### config.mk
export PLATFORM = sky130hd
export DESIGN_NAME = distance_stack_flat
export DESIGN_NICKNAME = d
export VERILOG_FILES = /design/src/rtl/distance_stack_pkg.sv /design/src/rtl/distance_stack_if.sv /design/src/rtl/distance_stack_merge_unit.sv /design/src/rtl/distance_stack.sv /design/src/flat_wrapper.sv
export SDC_FILE = /design/constraint.sdc
export NUM_CORES = 1
export LEC_CHECK = 0
export ABC_CLOCK_PERIOD_IN_PS = 5500
export BUFFER_PORTS_ARGS = -buffer_cell sky130_fd_sc_hd__buf_2
export CAP_MARGIN = 25
export CORE_AREA = 2 2 136 112
export CTS_CLUSTER_DIAMETER = 30
export CTS_CLUSTER_SIZE = 30
export DETAILED_ROUTE_END_ITERATION = 8
export DIE_AREA = 0 0 138 114
export PLACE_DENSITY = 0.72
export SYNTH_ARGS = -nofsm -noshare
export SYNTH_HDL_FRONTEND = slang
export SYNTH_SLANG_ARGS = --single-unit
### constraint.sdc
create_clock -name clock -period 5.5 [get_ports clock]
set_input_delay 0.55 -clock clock [delete_from_list [all_inputs] [get_ports clock]]
set_output_delay 0.55 -clock clock [all_outputs]
set_load 0.03 [all_outputs]
### src/rtl/distance_stack_pkg.sv
// distance_stack shared types: sizes, event kinds, FSM states.
// Optional build macro DIST_STACK_PARALLEL_MERGE_EN selects a one-cycle merge.
package distance_stack_pkg;

   localparam int NUM_POS   = 5;
   localparam int MAX_VALUE = 17;
   localparam int LVL_W     = 3;

   typedef logic [1:MAX_VALUE] hash_t;
   typedef logic [LVL_W-1:0]   lvl_t;
   typedef logic [LVL_W:0]     idx_t;

   typedef enum logic [1:0] {
      EV_COMMIT    = 2'b00,
      EV_RETRACT   = 2'b01,
      EV_CLEAR_ALL = 2'b10,
      EV_RSVD      = 2'b11
   } ev_kind_t;

   typedef enum logic [1:0] {
      ST_IDLE  = 2'b00,
      ST_APPLY = 2'b01,
      ST_MERGE = 2'b10
   } state_t;

   function automatic logic lvl_ok(input lvl_t l);
      return (l != '0) && (l <= lvl_t'(NUM_POS));
   endfunction

endpackage

### src/rtl/distance_stack_if.sv
// Event handshake and merged-distance result bundle of distance_stack.
// master = mark assembly side, slave = distance_stack side.
interface distance_stack_if;
   import distance_stack_pkg::*;

   logic     ev_valid;
   logic     ev_ready;
   ev_kind_t ev_kind;
   lvl_t     ev_level;
   hash_t    ev_hash;
   lvl_t     query_level;
   logic     dist_valid;
   hash_t    distances;
   logic     overlap_err;
   logic     level_err;

   modport master (
      output ev_valid, ev_kind, ev_level, ev_hash, query_level,
      input  ev_ready, dist_valid, distances, overlap_err, level_err
   );

   modport slave (
      input  ev_valid, ev_kind, ev_level, ev_hash, query_level,
      output ev_ready, dist_valid, distances, overlap_err, level_err
   );

endinterface

### src/rtl/distance_stack_merge_unit.sv
// Slot array plus masked OR merge of slots below the query level.
// DIST_STACK_PARALLEL_MERGE_EN: one-cycle OR instead of one slot per cycle.
module dist_merge_unit
   import distance_stack_pkg::*;
(
   input  logic     clock,
   input  logic     reset,
   input  logic     apply,
   input  ev_kind_t kind,
   input  lvl_t     level,
   input  hash_t    hash,
   input  logic     start,
   input  logic     step,
   input  lvl_t     q_level,
   output hash_t    result,
   output logic     last,
   output logic     overlap,
   output logic     bad_level
);

   hash_t slot [1:NUM_POS];
   hash_t below;
   logic  ok;

   always_comb begin
      ok    = lvl_ok(level);
      below = '0;
      for (int i = 1; i <= NUM_POS; i++) begin
         if (lvl_t'(i) < level) below = below | slot[i];
      end
      overlap   = apply && (kind == EV_COMMIT) && ok && (|(hash & below));
      bad_level = apply && !ok &&
                  ((kind == EV_COMMIT) || (kind == EV_RETRACT));
   end

   always_ff @(posedge clock or posedge reset) begin
      if (reset) begin
         for (int i = 1; i <= NUM_POS; i++) slot[i] <= '0;
      end else if (apply) begin
         for (int i = 1; i <= NUM_POS; i++) begin
            case (kind)
               EV_COMMIT: begin
                  if (ok && lvl_t'(i) == level) slot[i] <= hash;
                  else if (ok && lvl_t'(i) > level) slot[i] <= '0;
               end
               EV_RETRACT: begin
                  if (ok && lvl_t'(i) >= level) slot[i] <= '0;
               end
               EV_CLEAR_ALL: slot[i] <= '0;
               default: ;
            endcase
         end
      end
   end

`ifdef DIST_STACK_PARALLEL_MERGE_EN

   logic unused_ctl;
   assign unused_ctl = start ^ step;

   always_comb begin
      result = '0;
      for (int i = 1; i <= NUM_POS; i++) begin
         if (lvl_t'(i) < q_level) result = result | slot[i];
      end
      last = 1'b1;
   end

`else

   idx_t  idx;
   hash_t acc;
   hash_t pick;

   // result already includes the slot at idx, so it is the final value
   // on the cycle idx reaches NUM_POS
   always_comb begin
      pick = '0;
      for (int i = 1; i <= NUM_POS; i++) begin
         if (idx == idx_t'(i) && idx < {1'b0, q_level}) pick = slot[i];
      end
      result = acc | pick;
      last   = (idx == idx_t'(NUM_POS));
   end

   always_ff @(posedge clock or posedge reset) begin
      if (reset) begin
         idx <= idx_t'(1);
         acc <= '0;
      end else if (start) begin
         idx <= idx_t'(1);
         acc <= '0;
      end else if (step) begin
         idx <= idx + idx_t'(1);
         acc <= result;
      end
   end

`endif

endmodule

### src/rtl/distance_stack.sv
// Per-level pdHash stack with handshake FSM; merged distances for a level.
// DIST_STACK_PARALLEL_MERGE_EN selects a one-cycle merge in dist_merge_unit.
module distance_stack
   import distance_stack_pkg::*;
(
   input  logic             clock,
   input  logic             reset,
   distance_stack_if.slave  bus
);

   state_t   state;
   state_t   state_nx;
   ev_kind_t kind_q;
   lvl_t     level_q;
   hash_t    hash_q;
   lvl_t     q_lat;
   hash_t    dist_q;
   hash_t    result;
   logic     valid_q;
   logic     ready_q;
   logic     ovl_q;
   logic     lvl_q;
   logic     accept;
   logic     q_chg;
   logic     apply;
   logic     start;
   logic     step;
   logic     done;
   logic     last;
   logic     ovl;
   logic     bad;

   assign accept = bus.ev_valid && ready_q;
   assign q_chg  = (bus.query_level != q_lat);

   always_ff @(posedge clock or posedge reset) begin
      if (reset) state <= ST_MERGE;
      else       state <= state_nx;
   end

   // an accepted event takes priority over a query_level change
   always_comb begin
      state_nx = state;
      case (state)
         ST_IDLE: begin
            if (accept)     state_nx = ST_APPLY;
            else if (q_chg) state_nx = ST_MERGE;
         end
         ST_APPLY: state_nx = ST_MERGE;
         ST_MERGE: begin
            if (accept)     state_nx = ST_APPLY;
            else if (q_chg) state_nx = ST_MERGE;
            else if (last)  state_nx = ST_IDLE;
         end
         default: state_nx = ST_IDLE;
      endcase
   end

   always_comb begin
      apply = 1'b0;
      start = 1'b0;
      step  = 1'b0;
      case (state)
         ST_IDLE:  start = !accept && q_chg;
         ST_APPLY: begin
            apply = 1'b1;
            start = 1'b1;
         end
         ST_MERGE: begin
            start = !accept && q_chg;
            step  = !accept && !q_chg;
         end
         default: ;
      endcase
      done = step && last;
   end

   always_ff @(posedge clock or posedge reset) begin
      if (reset) begin
         kind_q  <= EV_COMMIT;
         level_q <= '0;
         hash_q  <= '0;
         q_lat   <= '0;
         dist_q  <= '0;
         valid_q <= 1'b0;
         ready_q <= 1'b1;
         ovl_q   <= 1'b0;
         lvl_q   <= 1'b0;
      end else begin
         if (accept) begin
            kind_q  <= bus.ev_kind;
            level_q <= bus.ev_level;
            hash_q  <= bus.ev_hash;
            ready_q <= 1'b0;
            valid_q <= 1'b0;
         end
         if (start) begin
            q_lat   <= bus.query_level;
            valid_q <= 1'b0;
         end
         if (done) begin
            dist_q  <= result;
            valid_q <= 1'b1;
            ready_q <= 1'b1;
         end
         if (ovl) ovl_q <= 1'b1;
         if (bad) lvl_q <= 1'b1;
      end
   end

   dist_merge_unit u_merge (
      .clock     (clock),
      .reset     (reset),
      .apply     (apply),
      .kind      (kind_q),
      .level     (level_q),
      .hash      (hash_q),
      .start     (start),
      .step      (step),
      .q_level   (q_lat),
      .result    (result),
      .last      (last),
      .overlap   (ovl),
      .bad_level (bad)
   );

   assign bus.ev_ready    = ready_q;
   assign bus.dist_valid  = valid_q;
   assign bus.distances   = dist_q;
   assign bus.overlap_err = ovl_q;
   assign bus.level_err   = lvl_q;

endmodule

### src/flat_wrapper.sv
// flat-port wrapper written by rule: the top's interface ports become plain ports
module distance_stack_flat import distance_stack_pkg::*;
  (clock, reset, bus_ev_valid, bus_ev_kind, bus_ev_level, bus_ev_hash, bus_query_level, bus_ev_ready, bus_dist_valid, bus_distances, bus_overlap_err, bus_level_err);
  distance_stack_if bus_i ();
  input  logic clock;
  input  logic reset;
  input wire logic [$bits(bus_i.ev_valid)-1:0] bus_ev_valid;
  input wire logic [$bits(bus_i.ev_kind)-1:0] bus_ev_kind;
  input wire logic [$bits(bus_i.ev_level)-1:0] bus_ev_level;
  input wire logic [$bits(bus_i.ev_hash)-1:0] bus_ev_hash;
  input wire logic [$bits(bus_i.query_level)-1:0] bus_query_level;
  output wire logic [$bits(bus_i.ev_ready)-1:0] bus_ev_ready;
  output wire logic [$bits(bus_i.dist_valid)-1:0] bus_dist_valid;
  output wire logic [$bits(bus_i.distances)-1:0] bus_distances;
  output wire logic [$bits(bus_i.overlap_err)-1:0] bus_overlap_err;
  output wire logic [$bits(bus_i.level_err)-1:0] bus_level_err;
  assign bus_i.ev_valid = bus_ev_valid;
  assign bus_i.ev_kind = bus_ev_kind;
  assign bus_i.ev_level = bus_ev_level;
  assign bus_i.ev_hash = bus_ev_hash;
  assign bus_i.query_level = bus_query_level;
  assign bus_ev_ready = bus_i.ev_ready;
  assign bus_dist_valid = bus_i.dist_valid;
  assign bus_distances = bus_i.distances;
  assign bus_overlap_err = bus_i.overlap_err;
  assign bus_level_err = bus_i.level_err;
  distance_stack u_core (.clock(clock), .reset(reset), .bus(bus_i));
endmodule
==> impl_metrics.ini <==
[run_status]
outcome = finished, final reports clean

[setup_path]
path_cells = ha_1 -> inv_1 -> a311oi_1 -> a221o_1 -> a21oi_1 -> o21ai_0
regToRegStartpoint = u_core.u_merge.idx[0]$_DFFE_PP1P_
reg2reg_setup_slack_ns = 2.73
crit_slowest_cell = ha_1
critPathMaxFanout = 27
max_stage_delay_ns = 0.93
arrival_ns = 3.11
crit_type = flip-flop to flip-flop
rr_worst_depth = 6
critPathCaptureType = flip-flop
start_kind = flip-flop
required_ns = 5.85
reg2reg_to = u_core.u_merge.acc[10]$_DFFE_PP0P_

[layout]
area_growth_pct = 12.0
layout_common_cells = dfrtp_1 (151), nand2_1 (133), a21oi_1 (71), o21ai_0 (71), buf_2 (48)
drive_gt1_frac = 0.150
design_area_um2 = 8710
fin_cells = 1061
diodes = 0
layout_commonest_cell = dfrtp_1
nets = 896

[die]
core_area_um2 = 14500
initial_utilization = 0.536
ios = 49
num_rows = 40
dieArea_um2 = 15700
die-width_um = 138
die_h_um = 114

[cts]
htree_levels = 4
cts_hold_buf = 0
clockBufferDepth = 2
cts_resized = 0
cts_buffers = 17
clock_latency_ns = 0.44
postCtsSetupBuffers = 0
cts_tree = done
root_buffer = clkbuf_16
clk_pin_slew_ns = 0.06
cts_sinks = 154

[logic_synthesis]
synth_top_family_by_area = compound AO/OA/AOI/OAI gates
synth_edf_count = 0
ys_ff_latch = 154
synth_largest_area_cell = dfrtp_1
synth_top_area_share = 0.486
synth_flop_cell = dfrtp_1
synth_cell_types = 62
syn_inst = 835
synth_nets = 872
yosysSeqAreaShare = 0.496
synth_compound_area_frac = 0.237
synth-simple-area-share = 0.171
ys_top_cells_by_area = dfrtp_1 (49%), nand2_1 (6.4%), a21oi_1 (4.6%), o21ai_0 (4.6%), mux2_2 (3.2%)
ys_warn_count = 0
syn-cell-area_um2 = 7780
async_flop_share = 1.00
syn_area_per_cell_um2 = 9.31
synth_mux_area_frac = 0.0319
synthXorXnorAreaFrac = 0.00676
synth_fa_ha_area_frac = 0.0145

[placed_design]
place.port_buffers = 48
hpwl_mm = 14.8
place_inst = 1023
gp_congestion = 0.951
postPlaceCellArea_um2 = 8100

[timing]
fin_setup_tns_ns = 0
finalSetupViolations = 0
clock.fmax_mhz = 361
worstMarginPinSlew_ns = 1.13
relSlewSlack = 0.244
period_needed_ns = 2.77
finalClockSkew_ns = 0.0102
drv_slew = 0
hold_viol_final = 0
fin_crit_sh = 0.503
whs_ns = 0.242
rsz0062_at_grt = false

[global_route]
grt_overflow_total = 0
grt_first_pass_wirelength_mm = 37.0
grt_usage = 0.302
grt_max_degree = 95
antenna_found_initial = 0
grt_pass1_vias = 6827

[detailed_routing]
drt_wl_total_mm = 23.2
drt-initial-drc-count = 915
drc = 0
firstDrtPassIters = 6
wl_per_cell_um = 21.9
via_count = 6993
drt-vias-per-instance = 6.59
antenna_left = 0

[power]
intPower_mw = 1.87
switching_share = 0.307
power_switching_uw = 830
p_per_area_nw_per_um2 = 310
peakVddDrop_mv = 0.236
power_frac_comb = 0.163
p_clk_frac = 0.388
leakage_nw = 3.75
power_frac_seq = 0.450

[job]
maxCapViolCount = 0

[min_path]
hp-class = primary input to asynchronous set/reset pin
[through the flow]
step	total power [mW]	setup slack [ns]	util
final	2.70	2.73	0.600
after global routing	2.80	2.69	0.600
after CTS	2.68	2.79	0.594
after detailed placement	1.65	2.83	0.558
after global placement	1.63	2.83	0.556
after floorplan	1.53	0.805	-
[layout make-up]
type	count	area, µm²
fill	1266	5800
inverter	15	61.3
sequential	154	3860
multi-input combinational	606	3600
tap	189	236
clock inverter	11	77.6
timing repair buffer	65	440
clock buffer	21	440
[power groups by stage]
| stage | clock [mW] | sequential [mW] | combinational, mW |
|---|---|---|---|
| after floorplan | 0 | 1.23 | 0.294 |
| after detailed placement | 0 | 1.23 | 0.414 |
| after global placement | 0 | 1.23 | 0.399 |
| after CTS | 1.05 | 1.21 | 0.416 |
| final | 1.05 | 1.22 | 0.440 |
| after global routing | 1.11 | 1.22 | 0.475 |
[critical path, delay by kind of cell, from the launching register on]
family	cells	cell delay (ns)
buf+inv	1	0.42
fa+ha+maj	1	0.93
flops	1	0.59
compound gates	4	0.74
[worst max path at each step]
stage                                       from                                  end  slack (ns)
2_1_floorplan                              reset    u_core.bus.dist_valid$_DFFE_PP0P_        0.81
3_3_place_gp   u_core.u_merge.idx[0]$_DFFE_PP1P_  u_core.bus.distances[1]$_DFFE_PP0P_        2.83
3_5_place_dp   u_core.u_merge.idx[0]$_DFFE_PP1P_   u_core.u_merge.acc[10]$_DFFE_PP0P_        2.83
4_1_cts        u_core.u_merge.idx[0]$_DFFE_PP1P_   u_core.u_merge.acc[10]$_DFFE_PP0P_        2.79
5_1_grt        u_core.u_merge.idx[0]$_DFFE_PP1P_  u_core.bus.distances[1]$_DFFE_PP0P_        2.69
6_report       u_core.u_merge.idx[0]$_DFFE_PP1P_   u_core.u_merge.acc[10]$_DFFE_PP0P_        2.73
[routing by layer]
layer | vias up | global-route usage | wire length [µm]
met3 | 67 | 0.0701 | 2160
met4 | 0 | 0.144 | 784
met1 | 3433 | 0.400 | 9400
met2 | 407 | 0.478 | 10900
met5 | - | 0 | 0
li1 | 3086 | - | -
[sequential cells by signal (all words and copies together) (netlist names)]
signal / cells
u_core.bus.dist_valid: 1
u_core.u_merge.acc: 17
u_core.bus.ev_ready: 1
u_core.bus.overlap_err: 1
u_core.u_merge.idx: 4
u_core.bus.level_err: 1
u_core.q_lat: 3
u_core.kind_q: 2
u_core.level_q: 3
u_core.bus.distances: 17
u_core.u_merge.slot: 85
u_core.hash_q: 17
u_core.state: 2
[cell usage after synthesis, drive strengths merged, types with 14 or more instances]
| library cell | n |
|---|---|
| a21oi | 71 |
| nand3b | 14 |
| nand2 | 133 |
| buf | 27 |
| inv | 15 |
| nor3 | 16 |
| mux2 | 22 |
| o31ai | 26 |
| nor2 | 46 |
| clkbuf | 33 |
| nand3 | 35 |
| dfrtp | 151 |
| o21ai | 82 |
| nand2b | 20 |
[cell families (layout without fill, tap and decap cells)]
logic type	after synthesis	count (layout)
AO/OA/AOI/OAI	281	281
XOR/XNOR	6	6
adder cells (fa/ha/maj)	9	9
buffers and inverters	75	112
flip-flops	154	154
multiplexers	22	22
AND/OR/NAND/NOR	288	288
(Power assumes the default switching activity.)
